**src/rtl/seg_display_scanner_pkg.sv**
```systemverilog
// Shared constants and helpers for the multiplexed 7-segment scanner.
// Counter widths are derived from the scanner parameters through cnt_w().
package seg_display_scanner_pkg;

  localparam logic [6:0] SEG_BLANK  = 7'h7F;
  localparam int         MAX_DIGITS = 8;

  localparam int DEF_REFRESH_DIV = 50000;
  localparam int DEF_NUM_DIGITS  = 4;

  // Width of a counter that holds 0..n-1; never narrower than one bit.
  function automatic int cnt_w(input int n);
    return (n > 1) ? $clog2(n) : 1;
  endfunction

  localparam int DEF_SLOT_W  = cnt_w(DEF_REFRESH_DIV);
  localparam int DEF_DIGIT_W = cnt_w(DEF_NUM_DIGITS);

endpackage

```
**src/rtl/seg_display_scanner_if.sv**
```systemverilog
// Value-producer side of the scanner: load strobe with payload, plus the
// commit acknowledge and frame pulse returned to the producer.
interface seg_display_scanner_if #(
  parameter int NUM_DIGITS = 4
);
  // Handshake: load is a one-cycle strobe qualifying load_value/load_dp in
  // that cycle; there is no back-pressure. load_ack pulses once, the cycle
  // after the frame boundary at which the most recent load became visible.
  logic                      load;
  logic [4*NUM_DIGITS-1:0]   load_value;
  logic [NUM_DIGITS-1:0]     load_dp;
  logic                      load_ack;
  logic                      frame_done;

  modport master (
    output load, load_value, load_dp,
    input  load_ack, frame_done
  );

  modport slave (
    input  load, load_value, load_dp,
    output load_ack, frame_done
  );
endinterface

```
**src/rtl/seg_display_scanner_segments_converter.sv**
```systemverilog
// Hex nibble to active-low 7-segment pattern, bit order {g,f,e,d,c,b,a}.
module segments_converter (
  input  logic [3:0] nibble,
  output logic [6:0] seg_n
);

  always_comb begin
    seg_n = 7'h7F;
    case (nibble)
      4'h0: seg_n = 7'h40;
      4'h1: seg_n = 7'h79;
      4'h2: seg_n = 7'h24;
      4'h3: seg_n = 7'h30;
      4'h4: seg_n = 7'h19;
      4'h5: seg_n = 7'h12;
      4'h6: seg_n = 7'h02;
      4'h7: seg_n = 7'h78;
      4'h8: seg_n = 7'h00;
      4'h9: seg_n = 7'h18;
      4'hA: seg_n = 7'h08;
      4'hB: seg_n = 7'h03;
      4'hC: seg_n = 7'h46;
      4'hD: seg_n = 7'h21;
      4'hE: seg_n = 7'h06;
      4'hF: seg_n = 7'h0E;
      default: seg_n = 7'h7F;
    endcase
  end

endmodule

```
**src/rtl/seg_display_scanner.sv**
```systemverilog
// Round-robin common-anode digit scanner with frame-aligned double buffering.
// Optional LEADING_ZERO_BLANK_EN darkens leading zero digits above digit 0.
module seg_display_scanner
  import seg_display_scanner_pkg::*;
#(
  parameter int NUM_DIGITS   = DEF_NUM_DIGITS,
  parameter int REFRESH_DIV  = DEF_REFRESH_DIV,
  parameter int GUARD_CYCLES = 16
) (
  input  logic                  clk,
  input  logic                  rst,
  input  logic [NUM_DIGITS-1:0] digit_enable,
  seg_display_scanner_if.slave  bus,
  output logic [6:0]            seg_n,
  output logic                  dp_n,
  output logic [NUM_DIGITS-1:0] an_n
);

  localparam int SLOT_W  = cnt_w(REFRESH_DIV);
  localparam int DIGIT_W = cnt_w(NUM_DIGITS);
  localparam int VAL_W   = 4 * NUM_DIGITS;

  localparam logic [SLOT_W-1:0]  SLOT_LAST  = SLOT_W'(REFRESH_DIV - 1);
  localparam logic [DIGIT_W-1:0] DIGIT_LAST = DIGIT_W'(NUM_DIGITS - 1);

  logic [SLOT_W-1:0]     slot_cnt;
  logic [DIGIT_W-1:0]    digit_idx;
  logic [VAL_W-1:0]      stage_value;
  logic [NUM_DIGITS-1:0] stage_dp;
  logic [VAL_W-1:0]      disp_value;
  logic [NUM_DIGITS-1:0] disp_dp;
  logic                  pending;
  logic                  ack_q;
  logic                  done_q;

  logic                  slot_last;
  logic                  fb;
  logic                  in_guard;
  logic [3:0]            cur_nibble;
  logic                  cur_dp;
  logic                  cur_en;
  logic                  cur_blank;
  logic [NUM_DIGITS-1:0] lzb;
  logic [NUM_DIGITS-1:0] an_drive;
  logic [6:0]            dec_seg;

  assign slot_last = (slot_cnt == SLOT_LAST);
  assign fb        = slot_last && (digit_idx == DIGIT_LAST);
  assign in_guard  = (int'(slot_cnt) < GUARD_CYCLES);
  assign an_drive  = ~(NUM_DIGITS'(1) << digit_idx);

  assign bus.load_ack   = ack_q;
  assign bus.frame_done = done_q;

  always_ff @(posedge clk) begin
    if (rst) begin
      slot_cnt  <= '0;
      digit_idx <= '0;
    end else if (slot_last) begin
      slot_cnt  <= '0;
      digit_idx <= (digit_idx == DIGIT_LAST) ? '0 : digit_idx + 1'b1;
    end else begin
      slot_cnt  <= slot_cnt + 1'b1;
    end
  end

  // A load on the boundary cycle itself bypasses staging and wins over it.
  always_ff @(posedge clk) begin
    if (rst) begin
      stage_value <= '0;
      stage_dp    <= '0;
      disp_value  <= '0;
      disp_dp     <= '0;
      pending     <= 1'b0;
      ack_q       <= 1'b0;
      done_q      <= 1'b0;
    end else begin
      ack_q  <= 1'b0;
      done_q <= fb;
      if (fb) begin
        if (bus.load) begin
          disp_value <= bus.load_value;
          disp_dp    <= bus.load_dp;
        end else if (pending) begin
          disp_value <= stage_value;
          disp_dp    <= stage_dp;
        end
        pending <= 1'b0;
        ack_q   <= bus.load | pending;
      end else if (bus.load) begin
        stage_value <= bus.load_value;
        stage_dp    <= bus.load_dp;
        pending     <= 1'b1;
      end
    end
  end

`ifdef LEADING_ZERO_BLANK_EN
  logic upper_zero;

  // Walk down from the top digit; a digit is dark while everything above it is zero.
  always_comb begin
    lzb        = '0;
    upper_zero = 1'b1;
    for (int i = NUM_DIGITS - 1; i > 0; i--) begin
      upper_zero = upper_zero && (disp_value[4*i +: 4] == 4'h0);
      lzb[i]     = upper_zero;
    end
  end
`else
  assign lzb = '0;
`endif

  always_comb begin
    cur_nibble = 4'h0;
    cur_dp     = 1'b0;
    cur_en     = 1'b0;
    cur_blank  = 1'b0;
    for (int i = 0; i < NUM_DIGITS; i++) begin
      if (digit_idx == DIGIT_W'(i)) begin
        cur_nibble = disp_value[4*i +: 4];
        cur_dp     = disp_dp[i];
        cur_en     = digit_enable[i];
        cur_blank  = lzb[i];
      end
    end
  end

  segments_converter u_segments_converter (
    .nibble (cur_nibble),
    .seg_n  (dec_seg)
  );

  always_ff @(posedge clk) begin
    if (rst) begin
      an_n  <= '1;
      seg_n <= SEG_BLANK;
      dp_n  <= 1'b1;
    end else if (in_guard || !cur_en || cur_blank) begin
      an_n  <= '1;
      seg_n <= SEG_BLANK;
      dp_n  <= 1'b1;
    end else begin
      an_n  <= an_drive;
      seg_n <= dec_seg;
      dp_n  <= ~cur_dp;
    end
  end

endmodule

```
**src/flat_wrapper.sv**
```systemverilog
// flat-port wrapper written by rule: the top's interface ports become plain ports
module seg_display_scanner_flat import seg_display_scanner_pkg::*;
#(
  parameter int NUM_DIGITS   = DEF_NUM_DIGITS,
  parameter int REFRESH_DIV  = DEF_REFRESH_DIV,
  parameter int GUARD_CYCLES = 16
)
  (clk, rst, digit_enable, seg_n, dp_n, an_n, bus_load, bus_load_value, bus_load_dp, bus_load_ack, bus_frame_done);
  seg_display_scanner_if #(.NUM_DIGITS(NUM_DIGITS)) bus_i ();
  input  logic clk;
  input  logic rst;
  input  logic [NUM_DIGITS-1:0] digit_enable;
  output logic [6:0] seg_n;
  output logic dp_n;
  output logic [NUM_DIGITS-1:0] an_n;
  input wire logic [$bits(bus_i.load)-1:0] bus_load;
  input wire logic [$bits(bus_i.load_value)-1:0] bus_load_value;
  input wire logic [$bits(bus_i.load_dp)-1:0] bus_load_dp;
  output wire logic [$bits(bus_i.load_ack)-1:0] bus_load_ack;
  output wire logic [$bits(bus_i.frame_done)-1:0] bus_frame_done;
  assign bus_i.load = bus_load;
  assign bus_i.load_value = bus_load_value;
  assign bus_i.load_dp = bus_load_dp;
  assign bus_load_ack = bus_i.load_ack;
  assign bus_frame_done = bus_i.frame_done;
  seg_display_scanner #(.NUM_DIGITS(NUM_DIGITS), .REFRESH_DIV(REFRESH_DIV), .GUARD_CYCLES(GUARD_CYCLES)) u_core (.clk(clk), .rst(rst), .digit_enable(digit_enable), .bus(bus_i), .seg_n(seg_n), .dp_n(dp_n), .an_n(an_n));
endmodule
```
**config.mk**
```make
export PLATFORM = sky130hd
export DESIGN_NAME = seg_display_scanner_flat
export DESIGN_NICKNAME = d
export VERILOG_FILES = /design/src/rtl/seg_display_scanner_pkg.sv /design/src/rtl/seg_display_scanner_if.sv /design/src/rtl/seg_display_scanner_segments_converter.sv /design/src/rtl/seg_display_scanner.sv /design/src/flat_wrapper.sv
export SDC_FILE = /design/constraint.sdc
export NUM_CORES = 1
export LEC_CHECK = 0
export BUFFER_PORTS_ARGS = -buffer_cell sky130_fd_sc_hd__buf_2
export CORE_UTILIZATION = 40
export DETAILED_ROUTE_END_ITERATION = 8
export GPL_TIMING_DRIVEN = 0
export SYNTH_ARGS = -nofsm -noshare
export SYNTH_HDL_FRONTEND = slang
export SYNTH_SLANG_ARGS = --single-unit
```
**constraint.sdc**
```tcl
create_clock -name clk -period 2.3 [get_ports clk]
set_input_delay 0.345 -clock clk [delete_from_list [all_inputs] [get_ports clk]]
set_output_delay 0.345 -clock clk [all_outputs]
set_load 0.02 [all_outputs]
```
==> impl_metrics.csv, run 1 <==
group,metric,value,unit
floorplan,die-area,8830,sq um
worst_setup_path,endpoint_kind,"register",
drt,antenna_left,0,
power,power_switching_share,0.233,
drt,viasPerCell,5.05,
floorplan,die_y,94.0,um
sta,holdWs,250,ps
outcome,status,"complete, no violations",
logic_synthesis,synth.distinct_cells,42,
clock_tree,ctsHoldBuffers,0,
power,leakage,1.48,nW
power,p_per_area,575,nW/um^2
sta,finClkSkew,8.02,ps
hold_path,min_path_cells,3,
power,power_frac_clock,0.365,
global_routing,use_met1,0.237,
global_routing,grt_pass1_vias,2537,
global_routing,grt_use_met3,0.0413,
job,maxCapViolations,0,
worst_setup_path,r2r_end,"u_core.stage_value[9]$_SDFFE_PP0P_",
sta,min_period,2170,ps
floorplan,io_pins,41,
layout,area_growth,17.4,%
worst_setup_path,cp_max_fo,10,
logic_synthesis,syn_area_per_cell,8.88,sq um
clock_tree,cts_tree,"yes",
worst_setup_path,crit_path_start_kind,"register",
worst_setup_path,rrSetupSlack,130,ps
drt,post_drt_wl_per_cell,14.0,um
sta,rsz0062_at_grt,"true",
power,power_frac_seq,0.570,
drt,wl,7.54,mm
power,comb_power_share,0.065,
clock_tree,clk_path_buf_depth,2,
layout,final_util,0.483,
worst_setup_path,reg2reg_from,"u_core.slot_cnt[0]$_SDFF_PP0_",
worst_setup_path,reg2reg_depth,8,
floorplan,row_count,33,
worst_setup_path,worst-setup-path-type,"register to register",
layout,diodes,0,
place,port_buffers,39,
layout,layout-drive-gt1-share,0.244,
sta,hold_violations,0,
global_routing,use_met2,0.288,
floorplan,initial_utilization,0.412,
power,internal_power,1.75,mW
layout,nets,471,
place,hpwlAfterDp,5.28,mm
sta,setup_tns,0,ps
worst_setup_path,critPathArrivalTime,2370,ps
sta,worst_pin_slew,762,ps
worst_setup_path,critPathCapture,"u_core.stage_value[9]$_SDFFE_PP0P_",
sta,relSlewSlack,0.492,
sta,setup_viol,0,
logic_synthesis,synth_nets,419,
hold_path,hold_path.class,"input pin to register",
worst_setup_path,worstPathRequired,2500,ps
global_routing,antenna_found_initial,0,
global_routing,overflow,0,
clock_tree,cts_buffers,9,
logic_synthesis,ys_ff_latch,73,
drt,drcViolationCount,0,
global_routing,busiest_layer,"met2",
global_routing,grt_usage,0.184,
drt,drtIter0Drc,97,
sta,slew_viol_final,0,
global_routing,grt_max_degree,11,
clock_tree,clk_pin_slew_worst_paths,70,ps
logic_synthesis,synth_area,3380,sq um
drt,vias,2726,
sta,fin_crit_sh,0.943,
drt,dr.pass1.iters,4,
place,place_congestion,0.811,
clock_tree,cts_sinks,73,
power,p_switching,0.532,mW
clock_tree,htreeDepth,3,
logic_synthesis,synth_warnings,0,
power,ir_drop,342,uV
logic_synthesis,yosysSeqAreaShare,0.432,
worst_setup_path,crit_path_start,"u_core.slot_cnt[0]$_SDFF_PP0_",
floorplan,die_x,94.0,um
sta,fmax,0.461,GHz
floorplan,coreArea,8220,sq um
clock_tree,clk_latency,340,ps
global_routing,grt_pass1_wl,12.4,mm
power,p_total,2.28,mW
logic_synthesis,syn_inst,381,
clock_tree,cts_root_buf,"clkbuf_8",
## synth_stat cells
cell type / count / share of area
o211ai_1: 5 / 0.011
or3_1: 2 / 0.0037
mux2i_1: 23 / 0.068
a221o_1: 1 / 0.0030
o21ai_0: 5 / 0.0074
a21oi_1: 30 / 0.044
buf_4: 3 / 0.0067
nor4_1: 2 / 0.0037
and3_1: 3 / 0.0055
o31ai_1: 2 / 0.0044
nand2_1: 62 / 0.069
nor3b_1: 2 / 0.0044
dfxtp_1: 73 / 0.43
mux2_2: 1 / 0.0033
inv_1: 12 / 0.013
a221oi_1: 2 / 0.0052
o31a_1: 1 / 0.0026
nand3_2: 1 / 0.0030
nor3_1: 3 / 0.0044
a22oi_1: 1 / 0.0022
buf_6: 2 / 0.0067
nand3b_1: 6 / 0.013
and2_1: 1 / 0.0019
a22o_1: 1 / 0.0026
o21ai_1: 1 / 0.0015
nand3_1: 8 / 0.012
buf_2: 5 / 0.0074
a21boi_0: 1 / 0.0022
a211oi_2: 20 / 0.074
o221ai_1: 2 / 0.0052
xnor2_1: 7 / 0.018
clkinv_1: 1 / 0.0011
ha_1: 11 / 0.041
or4_1: 1 / 0.0022
nand4_1: 3 / 0.0055
a211oi_1: 4 / 0.0089
xor2_1: 8 / 0.021
nand2b_1: 1 / 0.0019
nor2_1: 47 / 0.052
or2_2: 1 / 0.0019
nor4_4: 1 / 0.0063
clkbuf_1: 15 / 0.017
## worst max-delay path: stages, from the launching register on
cell and delay [ps]:
dfxtp_1 350, ha_1 240, nand3_2 110, or3_1 370, buf_2 180, o31a_1 260
clkbuf_1 290, nand2_1 170, a21oi_1 70
## cells by family (layout without fill, tap and decap cells)
logic type / Yosys count / after routing / synth area share
xor+xnor: 15 / 15 / 0.0388
compound gates: 76 / 76 / 0.175
fa+ha+maj: 11 / 11 / 0.0407
simple gates: 144 / 144 / 0.191
flops: 73 / 73 / 0.432
buf+inv: 38 / 92 / 0.0518
mux: 24 / 24 / 0.0714
## power groups by stage
stage	logic, mW	registers, mW	clock network, mW
finish	0.147	1.30	0.833
global route	0.164	1.30	0.924
detailed placement	0.148	1.33	0
global placement	0.146	1.33	0
floorplan	0.0953	1.33	0
CTS	0.148	1.30	0.860
## stage by stage
| step | cells | setup slack (ps) | area (sq um) |
|---|---|---|---|
| 6_report | 540 | 130 | 3970 |
| 3_3_place_gp | 525 | -331 | 3710 |
| 2_1_floorplan | 381 | 5.09 | 3380 |
| 4_1_cts | 542 | 10.0 | 3930 |
| 5_1_grt | 540 | -13.7 | 3970 |
| 3_5_place_dp | 525 | -353 | 3710 |
## registers in the layout, indices dropped and copies added (netlist names)
name / cells
u_core.an_n: 4
u_core.bus.frame_done: 1
u_core.bus.load_ack: 1
u_core.digit_idx: 2
u_core.disp_dp: 4
u_core.disp_value: 16
u_core.dp_n: 1
u_core.pending: 1
u_core.seg_n: 7
u_core.slot_cnt: 16
u_core.stage_dp: 4
u_core.stage_value: 16
## worst min path at each step
stage | slack (ps) | startpoint | to
floorplan | 420 | u_core.slot_cnt[0]$_SDFF_PP0_ | u_core.slot_cnt[0]$_SDFF_PP0_
global placement | 430 | u_core.slot_cnt[0]$_SDFF_PP0_ | u_core.slot_cnt[0]$_SDFF_PP0_
detailed placement | 440 | u_core.slot_cnt[0]$_SDFF_PP0_ | u_core.slot_cnt[0]$_SDFF_PP0_
CTS | 240 | bus_load_value[7] | u_core.stage_value[7]$_SDFFE_PP0P_
global route | 250 | bus_load_value[12] | u_core.stage_value[12]$_SDFFE_PP0P_
finish | 250 | bus_load_value[7] | u_core.stage_value[7]$_SDFFE_PP0P_
## area by class of cell
type                    count  area [sq um]
multi-input cells         270          1810
flip-flops and latches     73          1460
clock buffers              12           145
plain buffers              23           140
fillers                   824          4250
repair buffers             43           225
well taps                 105           131
inverters                  13          50.0
clock inverters             1          5.00
## cells in the final DEF (no fill, tap or decap), types with 3 or more instances in the layout
| cell type | count |
|---|---|
| buf_2 | 43 |
| a211oi_2 | 22 |
| nand2_1 | 62 |
| o21ai_0 | 3 |
| and3_1 | 3 |
| ha_2 | 5 |
| o21ai_1 | 3 |
| o211ai_1 | 5 |
| buf_6 | 3 |
| nor3_1 | 3 |
| xor2_1 | 8 |
| a21oi_1 | 30 |
| xnor2_1 | 7 |
| clkbuf_1 | 13 |
| nand4_1 | 3 |
| inv_1 | 11 |
| mux2i_1 | 23 |
| nand3_1 | 8 |
| nand3b_1 | 6 |
| dfxtp_1 | 71 |
| buf_4 | 8 |
| clkbuf_8 | 10 |
| nor2_1 | 46 |
| ha_1 | 4 |
## metal layers
metal	vias up	share of wire
met5	-	0
met4	0	0.028
met3	17	0.034
met2	53	0.44
met1	1253	0.49
li1	1403	-
## timing repair
action                                  in CTS  in global routing
buffers inserted                             4                  0
pin swaps                                    2                  3
resized for setup                           14                 16
endpoints found under the setup margin       7                 19
Power figures use the tool's default switching activity.
==> run 2, diff against run 1 <==
--- a/config.mk
+++ b/config.mk
@@ -6,4 +6,5 @@
 export NUM_CORES = 1
 export LEC_CHECK = 0
+export ABC_AREA = 1
 export BUFFER_PORTS_ARGS = -buffer_cell sky130_fd_sc_hd__buf_2
 export CORE_UTILIZATION = 40
==> constraint.sdc (replaced) <==
create_clock -name clk -period 2.3 [get_ports clk]
set_input_delay 0.115 -clock clk [delete_from_list [all_inputs] [get_ports clk]]
set_output_delay 0.115 -clock clk [all_outputs]
set_load 0.02 [all_outputs]
==> run 2 against run 1 <==
Synthesized area increased by 13%. Sequential share of layout area down 3.4 points. Clock skew increased by 4.9 ps. Final area rose by 10%. Final cell count grew 30%. Synthesized cell count is 36% higher. Non-clock buffer count is 5 lower. Via count up 19%. Worst setup slack better by 77 ps. Sequential cell count unchanged. Largest cell class unchanged.
==> impl_metrics.csv, run 2 <==
group,metric,value,unit
clock_tree,cts_root_buf,"clkbuf_8",
layout,layout-drive-gt1-share,0.250,
logic_synthesis,yosysMostFrequentCell,"nand2_1",
layout,final_common_cell,"nand2_1",
floorplan,initial_utilization,0.414,
global_routing,grt_usage,0.192,
power,ir_drop,288,uV
floorplan,io_pins,41,
sta,relSlewSlack,0.699,
drt,wl,8.64,mm
power,p_total,2.33,mW
logic_synthesis,synth_area,3830,sq um
layout,diodes,0,
logic_synthesis,syn_inst,520,
sta,setup_viol,0,
worst_setup_path,slowest_delay,370,ps
layout,multi_input_area,2050,sq um
clock_tree,cts_tree,"yes",
sta,fin_crit_sh,0.910,
hold_path,min_path_cells,2,
sta,finClkSkew,12.9,ps
logic_synthesis,synth.distinct_cells,34,
logic_synthesis,syn_area_per_cell,7.36,sq um
layout,instances_no_fill,704,
logic_synthesis,synth.top_cell.area_share,0.382,
power,p_per_area,533,nW/um^2
drt,viasPerCell,4.62,
sta,fin_ws,207,ps
logic_synthesis,async_reset_ff_frac,0,
drt,dr.pass1.iters,4,
worst_setup_path,worst-setup-path-type,"register to register",
worst_setup_path,cp_num_buf_inv,4,
sta,fmax,0.478,GHz
drt,antenna_left,0,
floorplan,die_y,99.8,um
logic_synthesis,synth_edf_count,0,
worst_setup_path,reg2reg_from,"u_core.digit_idx[0]$_SDFFE_PP0N_",
floorplan,die-area,9960,sq um
worst_setup_path,cp_max_fo,10,
layout,fillers,978,
job,maxCapViolations,0,
sta,slew_viol_final,0,
global_routing,antenna_found_initial,0,
worst_setup_path,critPathArrivalTime,2330,ps
global_routing,grt_pass1_wl,14.9,mm
sta,min_period,2090,ps
hold_path,min_to,"u_core.bus.frame_done$_SDFF_PP0_",
hold_path,hold_path.class,"input pin to register",
global_routing,grt_pass1_vias,3110,
logic_synthesis,ys_top_cells_by_count,"nand2_1, nor2_1, dfxtp_1",
logic_synthesis,yosysSeqAreaShare,0.382,
worst_setup_path,crit_path_start_kind,"register",
worst_setup_path,reg2reg_depth,13,
power,leakage,2.09,nW
logic_synthesis,synthFlopType,"dfxtp_1",
outcome,status,"complete, no violations",
drt,post_drt_wl_per_cell,12.3,um
floorplan,die_x,99.8,um
place,place_congestion,0.830,
clock_tree,ctsHoldBuffers,0,
sta,worst_pin_slew,451,ps
worst_setup_path,endpoint_kind,"register",
sta,hold_violations,0,
worst_setup_path,rrSetupSlack,210,ps
sta,rsz0062_at_grt,"false",
logic_synthesis,synth_nets,558,
drt,drtIter0Drc,99,
clock_tree,clk_pin_slew_worst_paths,80,ps
layout,nets,610,
worst_setup_path,worstPathRequired,2540,ps
logic_synthesis,ys_ff_latch,73,
layout,regArea,1470,sq um
logic_synthesis,synth_warnings,0,
clock_tree,htreeDepth,3,
clock_tree,clk_path_buf_depth,2,
place,hpwlAfterDp,6.24,mm
worst_setup_path,cpMostUsedCell,"inv_1",
clock_tree,clk_latency,340,ps
place,dp_slack,62.5,ps
layout,reg_top3,"u_core.disp_value: 16 flops, u_core.slot_cnt: 16 flops, u_core.stage_value: 16 flops",
layout,final_util,0.474,
layout,final_cell_mix,"nand2_1, nor2_1, dfxtp_1, buf_2, inv_1",
layout,area_growth,14.4,%
place,port_buffers,39,
hold_path,worstHoldStart,"rst",
logic_synthesis,yosys.area.top_type,"dfxtp_1",
logic_synthesis,synth.area.top_cells,"dfxtp_1, nand2_1, nor2_1",
global_routing,overflow,0,
place,place_inst,688,
drt,vias,3253,
worst_setup_path,path_delay_family,"adder cells",
worst_setup_path,path_cells,"inv_1 -> ha_1 -> buf_4 -> a21oi_1 -> nand2_1 -> a21boi_4 -> inv_1 -> ha_4 -> inv_1 -> nand3_1 -> nor2_1 -> nor2_1 -> nand2_1",
clock_tree,cts_sinks,73,
sta,setup_tns,0,ps
worst_setup_path,cp_slowest_cell,"dfxtp_4",
worst_setup_path,r2r_end,"u_core.seg_n[1]$_SDFF_PP1_",
drt,drcViolationCount,0,
floorplan,row_count,35,
floorplan,coreArea,9240,sq um
clock_tree,cts_buffers,9,
global_routing,grt_max_degree,12,
[run 2: report_power, final]
part	leakage [nW]	internal [mW]	switching [mW]
combinational	1.41	0.0890	0.0941
sequential	0.595	1.29	0.0181
clock	0.0843	0.370	0.470
[run 2: stage by stage]
| stage | hold WS [ps] | area [sq um] |
|---|---|---|
| floorplan | 187 | 3830 |
| global placement | 371 | 4180 |
| detailed placement | 379 | 4180 |
| CTS | 24.1 | 4330 |
| global route | 35.1 | 4380 |
| finish | 38.4 | 4380 |
[run 2: final cells by class]
type | count | share of cell area
multi-input combinational | 377 | 0.469
sequential | 73 | 0.335
timing repair buffer | 41 | 0.0480
inverter | 50 | 0.0429
tap | 129 | 0.0369
buffer | 20 | 0.0349
clock buffer | 9 | 0.0283
clock inverter | 5 | 0.00572
[run 2: what timing repair did]
action | 4_1_cts | 5_1_grt
endpoints found under the setup margin | 0 | 4
resized for setup | 0 | 8
buffers inserted | 0 | 2
[run 2: cells by family after synthesis]
kind of cell,after synthesis,synth area share
buffers and inverters,70,0.0883
adder cells (fa/ha/maj),11,0.0360
AO/OA/AOI/OAI,32,0.0494
XOR/XNOR,4,0.00916
flip-flops,73,0.382
AND/OR/NAND/NOR,310,0.376
multiplexers,20,0.0589
[run 2: worst max path at each step]
stage               slack, ps  depth (start not counted)                        startpoint                    endpoint
finish                    210                         13  u_core.digit_idx[0]$_SDFFE_PP0N_  u_core.seg_n[1]$_SDFF_PP1_
global route                3                         13  u_core.digit_idx[0]$_SDFFE_PP0N_  u_core.seg_n[1]$_SDFF_PP1_
CTS                        50                         13  u_core.digit_idx[0]$_SDFFE_PP0N_  u_core.seg_n[1]$_SDFF_PP1_
detailed placement         60                         13  u_core.digit_idx[0]$_SDFFE_PP0N_  u_core.seg_n[1]$_SDFF_PP1_
global placement          100                         11  u_core.digit_idx[0]$_SDFFE_PP0N_  u_core.seg_n[1]$_SDFF_PP1_
floorplan                 330                         13  u_core.digit_idx[0]$_SDFFE_PP0N_  u_core.seg_n[1]$_SDFF_PP1_
[run 2: layer usage]
layer	share of wire	track usage	wire, um
met1	0.50	0.255	4300
met2	0.45	0.308	3870
met3	0.034	0.0334	297
met4	0.020	0.0792	176
met5	0	0	0
==> run 3, diff against run 2 <==
- HOLD_SLACK_MARGIN: default -> 0.05
- SLEW_MARGIN: default -> 20
- SYNTH_HIERARCHICAL: default -> 1
==> run 3 against run 2 <==
Utilization is 1.1 points higher. Global-route usage is 0.79 points lower. Combinational power about the same. Fmax shrank 1.6%. First-iteration DRC count up 2.0%. Total power up 8.5%. Clock power up 24%.
==> impl_metrics.csv, run 3 <==
group,metric,value,unit
sta,setup_viol,0,
logic_synthesis,yosysMostFrequentCell,"nand2_1",
power,comb_power_share,0.072,
clock_tree,clk_latency,350,ps
worst_setup_path,endpoint_kind,"register",
clock_tree,clk_pin_slew_worst_paths,80,ps
drt,viasPerCell,4.59,
drt,dr.pass1.iters,4,
sta,fin_crit_sh,0.925,
worst_setup_path,reg2reg_from,"u_core/digit_idx[1]$_SDFFE_PP0N_",
floorplan,io_pins,41,
drt,antenna_left,0,
power,leakage,2.11,nW
sta,rsz0062_at_grt,"false",
worst_setup_path,rrSetupSlack,170,ps
clock_tree,cts_root_buf,"clkbuf_8",
global_routing,grt_usage,0.184,
layout,nets,639,
power,power_switching_share,0.235,
logic_synthesis,synth_nets,584,
clock_tree,clk_path_buf_depth,2,
sta,hold_violations,0,
layout,area_growth,16.8,%
place,place_congestion,0.849,
layout,reg_top3,"u_core/disp_value: 16 flops, u_core/slot_cnt: 16 flops, u_core/stage_value: 16 flops",
logic_synthesis,synth.distinct_cells,28,
layout,final_cell_mix,"nand2_1, nor2_1, dfxtp_1, inv_1, buf_2",
clock_tree,cts_buffers,9,
place,place_inst,714,
logic_synthesis,synthFlopType,"dfxtp_1",
floorplan,die_x,100,um
logic_synthesis,synth_area,3850,sq um
logic_synthesis,synth_warnings,6,
sta,finClkSkew,12.5,ps
power,p_per_area,562,nW/um^2
layout,design_area,4500,sq um
worst_setup_path,critPathCapture,"u_core/seg_n[3]$_SDFF_PP1_",
worst_setup_path,r2r_end,"u_core/seg_n[3]$_SDFF_PP1_",
logic_synthesis,synth.area.top_cells,"dfxtp_1, nand2_1, nor2_1",
layout,diodes,0,
worst_setup_path,critPathArrivalTime,2420,ps
sta,fmax,0.470,GHz
worst_setup_path,cp_max_fo,4,
worst_setup_path,crit_path_start_kind,"register",
worst_setup_path,crit_path_start,"u_core/digit_idx[1]$_SDFFE_PP0N_",
logic_synthesis,synth_edf_count,0,
hold_path,hold_path.class,"input pin to register",
layout,instances_no_fill,735,
floorplan,die-area,10000,sq um
worst_setup_path,worst-setup-path-type,"register to register",
clock_tree,cts_sinks,73,
power,p_switching,0.594,mW
sta,slew_viol_final,0,
floorplan,initial_utilization,0.415,
drt,vias,3374,
logic_synthesis,ys_ff_latch,73,
drt,wl,8.43,mm
power,ir_drop,298,uV
power,internal_power,1.94,mW
logic_synthesis,syn_area_per_cell,7.06,sq um
drt,post_drt_wl_per_cell,11.5,um
power,power_frac_seq,0.517,
sta,holdWs,89.7,ps
global_routing,antenna_found_initial,0,
global_routing,grt_max_degree,17,
logic_synthesis,syn_inst,546,
global_routing,grt_pass1_wl,14.5,mm
worst_setup_path,worstPathRequired,2590,ps
sta,min_period,2130,ps
floorplan,coreArea,9280,sq um
outcome,status,"complete, no violations",
global_routing,grt_pass1_vias,3206,
layout,final_common_cell,"nand2_1",
place,port_buffers,39,
floorplan,row_count,35,
drt,drcViolationCount,0,
sta,worst_pin_slew,536,ps
layout,fillers,1003,
place,dpl_cell_area,4210,sq um
logic_synthesis,yosysSeqAreaShare,0.379,
logic_synthesis,async_reset_ff_frac,0,
global_routing,overflow,0,
logic_synthesis,synth.top_cell.area_share,0.379,
logic_synthesis,yosys.area.top_type,"dfxtp_1",
place,hpwlAfterDp,6.03,mm
worst_setup_path,reg2reg_depth,16,
logic_synthesis,ys_top_cells_by_count,"nand2_1, nor2_1, inv_1",
clock_tree,htreeDepth,3,
sta,relSlewSlack,0.643,
layout,layout-drive-gt1-share,0.221,
clock_tree,cts_tree,"yes",
job,maxCapViolations,0,
floorplan,die_y,100,um
power,power_frac_clock,0.411,
drt,drtIter0Drc,101,
[run 3: cell types whose count changed after synthesis, moves of 5 or more]
cell	before	now
inv_1	43	75
a21oi_1	20	41
nand3b_1	21	0
nand3_1	20	37
nor2_1	91	78
nor2_2	22	12
a22oi_1	0	5
inv_2	6	1
nand4_1	2	7
o22ai_1	0	5
[run 3: metrics by stage]
step	power, mW	util	setup slack, ps	setup TNS, ps
detailed placement	1.52	0.453	-313	-1200
floorplan	1.46	-	57.1	0
global route	2.65	0.485	4.17	0
CTS	2.58	0.479	6.16	0
finish	2.53	0.485	173	0
global placement	1.51	0.453	-255	-886
[run 3: critical path: stages, from the launching register on]
cell and delay, ps:
dfxtp_1 330, inv_1 100, ha_1 200, inv_2 70, buf_4 150, o22ai_1 170
nand2_1 90, a22oi_2 180, buf_4 140, buf_4 100, ha_1 180, nand2_2 80
nand2_1 70, nand2_1 50, nand2_1 80, inv_1 40, nand2_1 50
[run 3: cell families (layout without fill, tap and decap cells)]
kind of cell,Yosys count,after routing,share of synthesized area
DFF,73,73,0.379
and+or+nand+nor,281,281,0.325
buffers and inverters,102,162,0.117
muxes,20,20,0.0585
AOI/OAI and AO/OA,56,56,0.0776
adders and majority gates,11,11,0.0357
xor gates and xnor gates,3,3,0.00682
[run 3: cell type report]
class	count	area, sq um	area share
Multi-Input combinational cell	371	1980	0.440
Buffer	22	149	0.0331
Sequential cell	73	1460	0.325
Clock inverter	4	51.3	0.0114
Clock buffer	12	155	0.0345
Tap cell	129	161	0.0359
Inverter	78	293	0.0651
Timing Repair Buffer	46	250	0.0556
[run 3: timing repair]
item | in CTS | in global routing
resized for setup | 3 | 7
endpoints found under the hold margin | 2 | 0
endpoints found under the setup margin | 7 | 7
buffers inserted | 2 | 4
pin swaps | 2 | 1
hold buffers | 1 | 0
[run 3: how the worst min path moves through the flow]
stage | startpoint | to | slack [ps] | cells after the start
final | bus_load_value[7] | u_core/stage_value[7]$_SDFFE_PP0P_ | 90 | 5
after detailed placement | rst | u_core/bus.load_ack$_SDFF_PP0_ | 370 | 2
after CTS | bus_load_value[8] | u_core/stage_value[8]$_SDFFE_PP0P_ | 70 | 5
after global routing | bus_load_value[10] | u_core/stage_value[10]$_SDFFE_PP0P_ | 110 | 5
after floorplan | rst | u_core/bus.frame_done$_SDFF_PP0_ | 190 | 1
after global placement | rst | u_core/bus.load_ack$_SDFF_PP0_ | 370 | 2
[run 3: per-layer routing]
metal  global-route usage  part of all wire  vias up
li1                     -                 -     1814
met1                0.241              0.50     1494
met2                0.298              0.45       62
met3               0.0474             0.045        4
met4               0.0557            0.0055        0
met5                    0                 0        -
[run 3: power by group through the flow]
stage | combinational [mW] | clock (mW) | sequential (mW)
finish | 0.181 | 1.04 | 1.31
detailed placement | 0.179 | 0 | 1.34
global placement | 0.177 | 0 | 1.34
CTS | 0.182 | 1.09 | 1.31
floorplan | 0.125 | 0 | 1.33
global route | 0.204 | 1.14 | 1.31
